===== config.mk =====
export PLATFORM = sky130hd
export DESIGN_NAME = cache_ctrl_fsm
export DESIGN_NICKNAME = d
export VERILOG_FILES = /design/src/rtl/cache_ctrl_fsm.sv
export SDC_FILE = /design/constraint.sdc
export NUM_CORES = 1
export LEC_CHECK = 0
export ABC_CLOCK_PERIOD_IN_PS = 1950
export CAP_MARGIN = 20
export CORE_MARGIN = 1.5
export CORE_UTILIZATION = 36
export DETAILED_ROUTE_END_ITERATION = 8
export GPL_TIMING_DRIVEN = 0
export PLACE_DENSITY = 0.69
export SYNTH_ARGS = -nofsm -noshare
export SYNTH_HDL_FRONTEND = slang
export SYNTH_SLANG_ARGS = --single-unit

===== constraint.sdc =====
create_clock -name clk -period 1.95 [get_ports clk]
set_input_delay 0.2925 -clock clk [delete_from_list [all_inputs] [get_ports clk]]
set_output_delay 0.2925 -clock clk [all_outputs]
set_load 0.01 [all_outputs]

===== src/rtl/cache_ctrl_fsm.sv =====
// cache_ctrl_fsm
// Miss/hit sequencer for one direct-mapped write-back cache. The tag and
// data arrays are external; this block only drives their write enables and
// the beat index used for line transfers to and from memory.
//
// Ports
//   clk, arstn       clock, asynchronous active-low reset
//   i_start_cache    request from main FSM (held while o_stall=1)
//   i_write_req      request is a store
//   i_hit            tag compare result (valid && tag match)
//   i_dirty          dirty bit of the indexed (victim) line
//   i_mem_ready      memory accepted the current write-back beat
//   i_mem_valid      memory returns a refill beat
//   o_stall          request not yet serviced
//   o_mem_rd_req     line refill request
//   o_mem_wr_req     victim write-back request
//   o_addr_sel       1 = victim address, 0 = request address
//   o_beat_idx       word index of the current memory beat
//   o_fill_we        write returned beat into data array
//   o_data_we        write CPU store word (store hit)
//   o_tag_we         write request tag
//   o_valid_set      set valid bit of indexed line
//   o_dirty_set      set dirty bit (store hit)
//   o_dirty_clr      clear dirty bit (refill complete)
module cache_ctrl_fsm #(
    parameter int BLOCK_WORDS = 16,
    parameter int CNT_W       = $clog2(BLOCK_WORDS)
) (
    input  logic             clk,
    input  logic             arstn,
    input  logic             i_start_cache,
    input  logic             i_write_req,
    input  logic             i_hit,
    input  logic             i_dirty,
    input  logic             i_mem_ready,
    input  logic             i_mem_valid,
    output logic             o_stall,
    output logic             o_mem_rd_req,
    output logic             o_mem_wr_req,
    output logic             o_addr_sel,
    output logic [CNT_W-1:0] o_beat_idx,
    output logic             o_fill_we,
    output logic             o_data_we,
    output logic             o_tag_we,
    output logic             o_valid_set,
    output logic             o_dirty_set,
    output logic             o_dirty_clr
);

    typedef enum logic [1:0] {
        IDLE,
        WRITE_BACK,
        ALLOCATE,
        REFILL_DONE
    } state_t;

    localparam logic [CNT_W-1:0] LAST_BEAT = CNT_W'(BLOCK_WORDS - 1);

    state_t           state_q, state_d;
    logic [CNT_W-1:0] cnt_q, cnt_d;
    logic             last_beat;

    assign last_beat = (cnt_q == LAST_BEAT);

    always_comb begin
        state_d = state_q;
        cnt_d   = cnt_q;
        case (state_q)
            IDLE: begin
                if (i_start_cache && !i_hit) begin
                    state_d = i_dirty ? WRITE_BACK : ALLOCATE;
                    cnt_d   = '0;
                end
            end
            WRITE_BACK: begin
                if (i_mem_ready) begin
                    if (last_beat) begin
                        state_d = ALLOCATE;
                        cnt_d   = '0;
                    end else begin
                        cnt_d = cnt_q + 1'b1;
                    end
                end
            end
            ALLOCATE: begin
                if (i_mem_valid) begin
                    if (last_beat) begin
                        state_d = REFILL_DONE;
                        cnt_d   = '0;
                    end else begin
                        cnt_d = cnt_q + 1'b1;
                    end
                end
            end
            REFILL_DONE: state_d = IDLE;
            default: begin
                state_d = IDLE;
                cnt_d   = '0;
            end
        endcase
    end

    always_ff @(posedge clk or negedge arstn) begin
        if (!arstn) begin
            state_q <= IDLE;
            cnt_q   <= '0;
        end else begin
            state_q <= state_d;
            cnt_q   <= cnt_d;
        end
    end

    // Outputs are decoded combinationally: IDLE must answer a hit in the
    // same cycle and fills follow i_mem_valid directly. Qualifying with
    // arstn keeps every output low while reset is held, even though the
    // IDLE decode would otherwise react to a still-asserted request.
    always_comb begin
        o_stall      = 1'b0;
        o_mem_rd_req = 1'b0;
        o_mem_wr_req = 1'b0;
        o_addr_sel   = 1'b0;
        o_beat_idx   = '0;
        o_fill_we    = 1'b0;
        o_data_we    = 1'b0;
        o_tag_we     = 1'b0;
        o_valid_set  = 1'b0;
        o_dirty_set  = 1'b0;
        o_dirty_clr  = 1'b0;
        if (arstn) begin
            case (state_q)
                IDLE: begin
                    if (i_start_cache) begin
                        o_stall     = !i_hit;
                        o_data_we   = i_hit && i_write_req;
                        o_dirty_set = i_hit && i_write_req;
                    end
                end
                WRITE_BACK: begin
                    o_stall      = 1'b1;
                    o_mem_wr_req = 1'b1;
                    o_addr_sel   = 1'b1;
                    o_beat_idx   = cnt_q;
                end
                ALLOCATE: begin
                    o_stall      = 1'b1;
                    o_mem_rd_req = 1'b1;
                    o_beat_idx   = cnt_q;
                    o_fill_we    = i_mem_valid;
                end
                REFILL_DONE: begin
                    o_stall     = 1'b1;
                    o_tag_we    = 1'b1;
                    o_valid_set = 1'b1;
                    o_dirty_clr = 1'b1;
                end
                default: ;
            endcase
        end
    end

endmodule


# Word level (Yosys, flattened, before mapping)
# Index checks and enable logic that the tools add are counted.
# word_totals
in_bits,8
output_inout_bits,14
regBits,6
wordCells,49
# classes
eq_ne,9
addsub,1
n_reduce_logical,9
muxes,28
# ops
operator,n
2-to-1 mux 4 bit,6
2-to-1 mux 1 bit,13
2-to-1 mux 2 bit,6
one-hot mux 4 bit (3 select lines),1
!= test 2 bit (second input constant),5
one-hot mux 2 bit (4 select lines),1
AND reduction 5 bit,1
adder 4 x 1 -> 4 bit (second input constant),1
equality test 2 bit (second input constant),2
equality test 4 bit (second input constant),1
AND reduction 4 bit,1
nonzero test 3 bit,1
OR reduction 3 bit,1
equality test 2 x 1 -> 1 bit (second input constant),1
logical AND 1 bit,2
zero test 2 bit,1
one-hot mux 1 bit (2 select lines),1
OR reduction 2 bit,1
zero test 1 bit,1

# Logic depth before layout (Yosys ltp)
# logic_depth
ltp_word,4
depth_mapped,6

# Worst setup path before layout
# No wires, ideal clock.
# synth_timing
path_type,register -> register
start,reg state_q[0]
end,reg cnt_q[2]
stages_incl_launch_ff,6
setup_time_ns,0.126
arrival_ns,1.738
synth_period_minus_slack_ns,1.864
slack_ns,0.086
path_cell_list,dfrtp_1 -> inv_1 -> ha_1 -> a222oi_1 -> o21ai_2 -> a221o_1
# synth_between
elab_chain_len,3
word_cells_on_any_way,9
cone_classes,eq/ne: 5; mux: 1; reduce/logical: 3
# synth_rtl
element,line_no,text
"start, declared",59,"state_t state_q, state_d;"
"start signal, assigned",108,state_q <= state_d;
equality test 2 bit (tied with other cells),68,case (state_q)
!= test 2 bit (no line) / nonzero test 3 bit (equally long branches),--,
AND reduction 4 bit (no line),--,
"end signal, assigned",109,cnt_q <= cnt_d;
"end, declared",60,"logic [CNT_W-1:0] cnt_q, cnt_d;"
# Several ways; a longest one is shown, not always the timed one.
# A chain may end at the register's enable or synchronous reset.

# Worst setup path after layout
# layout_timing
start,reg state_q[0]
end,out o_beat_idx[1]
# layout_between
elab_chain_len,4
word_cells_on_any_way,5
cone_classes,eq/ne: 2; mux: 2; reduce/logical: 1
# layout_rtl
element,line_no,text
equality test 2 bit / equality test 2 x 1 -> 1 bit (equally long branches),130,case (state_q)
OR reduction 2 bit (no line) (*),--,
2-to-1 mux 4 bit (*),130,
2-to-1 mux 4 bit (*),129,if (arstn) begin
"end, declared",41,"output logic [CNT_W-1:0] o_beat_idx,"
# Mark *: on every way between the ends. The rest lies on a longest branch, timed or not.

==> flow_metrics.env <==
export IMPL_status="completed"
export IMPL_power_density_mw_per_mm2=1530
export IMPL_num_vias=542
export IMPL_place_port_buffers=21
export IMPL_synth_area_um2=527
export IMPL_ctsHoldBuffers=0
export IMPL_worstPathArrival_ns=1.59
export IMPL_crit_path_end_kind="primary output"
export IMPL_synthXorXnorAreaFrac_pct=0
export IMPL_power_leakage_nw=0.480
export IMPL_synth_compound_area_share_pct=20.2
export IMPL_synth_fa_ha_area_share_pct=16.6
export IMPL_netlist_top_cells_area="dfrtp_1, ha_1, and3_1"
export IMPL_cp_cell_sequence="inv_2 -> buf_4 -> ha_4 -> and3_1 -> dlygate4sd2_1"
export IMPL_via_per_inst=5.21
export IMPL_drtAntennaViolNets=0
export IMPL_drt_wl_total_um=1320
export IMPL_synth_cell_types=23
export IMPL_cts_root_buffer="clkbuf_4"
export IMPL_path_clk_slew_ns=0.05
export IMPL_yosys_area_share_simple_pct=20.9
export IMPL_drtIter0Drc=10
export IMPL_die_h_um=41.3
export IMPL_hold_path_class="in2async"
export IMPL_grt_max_degree=17
export IMPL_seq_area_frac_synth_pct=28.5
export IMPL_syn2layout_area_growth_pct=57.5
export IMPL_grt_ovfl_total=0
export IMPL_total_power_mw=1.27
export IMPL_io_pins=22
export IMPL_grt_pass1_wl_um=2130
export IMPL_place_congestion=0.762
export IMPL_wl_per_cell_um=12.7
export IMPL_cp_slowest_stage_delay_ns=0.41
export IMPL_worst_pin_slew_ns=0.388
export IMPL_synth_edf_count=0
export IMPL_slew_viol_final=0
export IMPL_async_flop_share_pct=100
export IMPL_period_share_pct=96.4
export IMPL_path_max_fanout=8
export IMPL_grt_pass1_vias=488
export IMPL_rsz0062_at_grt="false"
export IMPL_syn_nets=74
export IMPL_syn_inst=59
export IMPL_cts_buffers=3
export IMPL_cts_path_max_buffers=2
export IMPL_grt_use_total_pct=19.6
export IMPL_die_w_um=41.3
export IMPL_cts_sinks=6
export IMPL_drv_cap=0
export IMPL_critPathKind="reg2out"
export IMPL_synth_seq_cells=6
export IMPL_nets=106
export IMPL_num_rows=13
export IMPL_min_period_ns=1.88
export IMPL_worst_slack_ns=0.0709
export IMPL_core_area_mm2=0.00133
export IMPL_synth_main_ff_cell="dfrtp_1"
export IMPL_max_clock_freq_mhz=532
export IMPL_multi_input_area_um2=339
export IMPL_clk_latency_ns=0.25
export IMPL_synth_area_leader_cell="dfrtp_1"
export IMPL_synth_top_area_share_pct=28.5
export IMPL_fillers=132
export IMPL_die_area_mm2=0.00170
export IMPL_antenna_found_initial=0
export IMPL_start_util_pct=39.5
export IMPL_cts_tree="built"
export IMPL_layout_drive_gt1_share_pct=29.2
export IMPL_antenna_diode_count=0
export IMPL_dp_cells=95
export IMPL_place_ws_ns=-0.366
export IMPL_drc=0
export IMPL_cp_top_family="buffers and inverters"
export IMPL_required_ns=1.66
export IMPL_muxShareOfSynthArea_pct=3.80
export IMPL_setup_viol=0
export IMPL_yosys_warnings=0
export IMPL_fin_skew_ns=0.00255
export IMPL_htreeDepth=1
export IMPL_synth_top_family_by_area="simple AND/OR/NAND/NOR gates"
export IMPL_crit_path_start_kind="flop"
export IMPL_hold_violations=0
export IMPL_fin_cells=104
export IMPL_drtPass1Iterations=4
export IMPL_critPathSlowestCell="dfrtp_1"
export IMPL_dp_hpwl_um=964
export IMPL_syn_area_per_cell_um2=8.93
export IMPL_worst_ir_drop_vdd_mv=0.792
export IMPL_worst_path_buf_inv=3
export IMPL_seq_area_um2=150
export IMPL_maxSlewHeadroom_pct=73.8
## cell usage after synthesis, types with 2 or more instances
| master | number |
|---|---|
| ha_1 | 7 |
| dfrtp_1 | 6 |
| inv_1 | 6 |
| and3_1 | 5 |
| buf_4 | 4 |
| a21oi_1 | 3 |
| a22o_1 | 3 |
| and2_1 | 3 |
| nand3_1 | 3 |
| o21ai_0 | 3 |
| and2_2 | 2 |
| mux2i_1 | 2 |
| nand2_1 | 2 |
## area by class of cell
cell class | instances | share of cell area, %
multi-input cells | 43 | 40.9
repair buffers | 27 | 29.7
flip-flops and latches | 6 | 18.1
plain buffers | 4 | 3.62
clock buffers | 3 | 2.71
inverters | 6 | 2.71
well taps | 15 | 2.26
## registers in the layout, summed over array words and instances (netlist names)
register,count
cnt_q,4
state_q,2
## power breakdown
group	total [mW]	leakage (nW)	internal, mW	switching [mW]
clock network	0.118	0.0138	0.0698	0.0483
logic	0.897	0.392	0.473	0.425
registers	0.252	0.0747	0.186	0.0659
total	1.27	0.480	0.729	0.539
## path summary, 6_finish.rpt
check	cells after the start	to	startpoint	slack (ns)
max in group asynchronous	1	cnt_q[2]$_DFFE_PN0P_	arstn	1.72
min reg2reg	1	cnt_q[2]$_DFFE_PN0P_	cnt_q[2]$_DFFE_PN0P_	0.61
max	5	o_beat_idx[1]	state_q[0]$_DFFE_PN0P_	0.07
min	1	cnt_q[1]$_DFFE_PN0P_	arstn	0.009
max reg2reg	6	cnt_q[2]$_DFFE_PN0P_	state_q[1]$_DFFE_PN0P_	0.17
min in group clk	1	cnt_q[2]$_DFFE_PN0P_	cnt_q[2]$_DFFE_PN0P_	0.61
## cells in the final DEF (no fill, tap or decap), drive strengths merged, types with 2 or more instances in the layout
cell           Yosys  routed
dfrtp              6       6
clkbuf             0       3
a22o               3       3
a21oi              3       3
dlygate4sd2        0       6
dlymetal6s2s       0       3
mux2i              2       2
o21ai              4       4
and2               5       5
and3               6       6
clkdlybuf4s15      0       2
nand2              2       2
ha                 7       7
buf                4      14
clkdlybuf4s50      0       6
inv                6       6
nand3              3       3
## layer usage
metal,vias up,track usage (%),routed length (µm),part of all wire [%]
met5,-,0,0,0
met4,0,2.42,0,0
met3,0,8.15,101,7.6
met2,19,33.6,648,49
met1,253,23.4,574,43
li1,270,-,-,-
## cell families (layout without fill, tap and decap cells)
group / count (synthesis) / after routing
simple gates: 19 / 19
compound gates: 15 / 15
buf+inv: 10 / 40
fa+ha+maj: 7 / 7
flops: 6 / 6
mux: 2 / 2
## per-stage QoR
stage	util, %	TNS (ns)	cell area, µm²	hold slack, ns
2_1_floorplan	-	0	527	-0.00309
3_3_place_gp	56.7	-4.74	756	0.565
3_5_place_dp	56.7	-4.91	756	0.587
4_1_cts	60.4	0	806	0.0152
5_1_grt	62.2	0	830	0.0276
6_report	62.2	0	830	0.00892
## timing repair
| action | in CTS | in global routing |
|---|---|---|
| buffers inserted | 4 | 2 |
| endpoints found under the setup margin | 20 | 4 |
| resized for setup | 19 | 4 |
| pin swaps | 1 | 1 |
No activity file was read; power rests on OpenSTA's default activity.
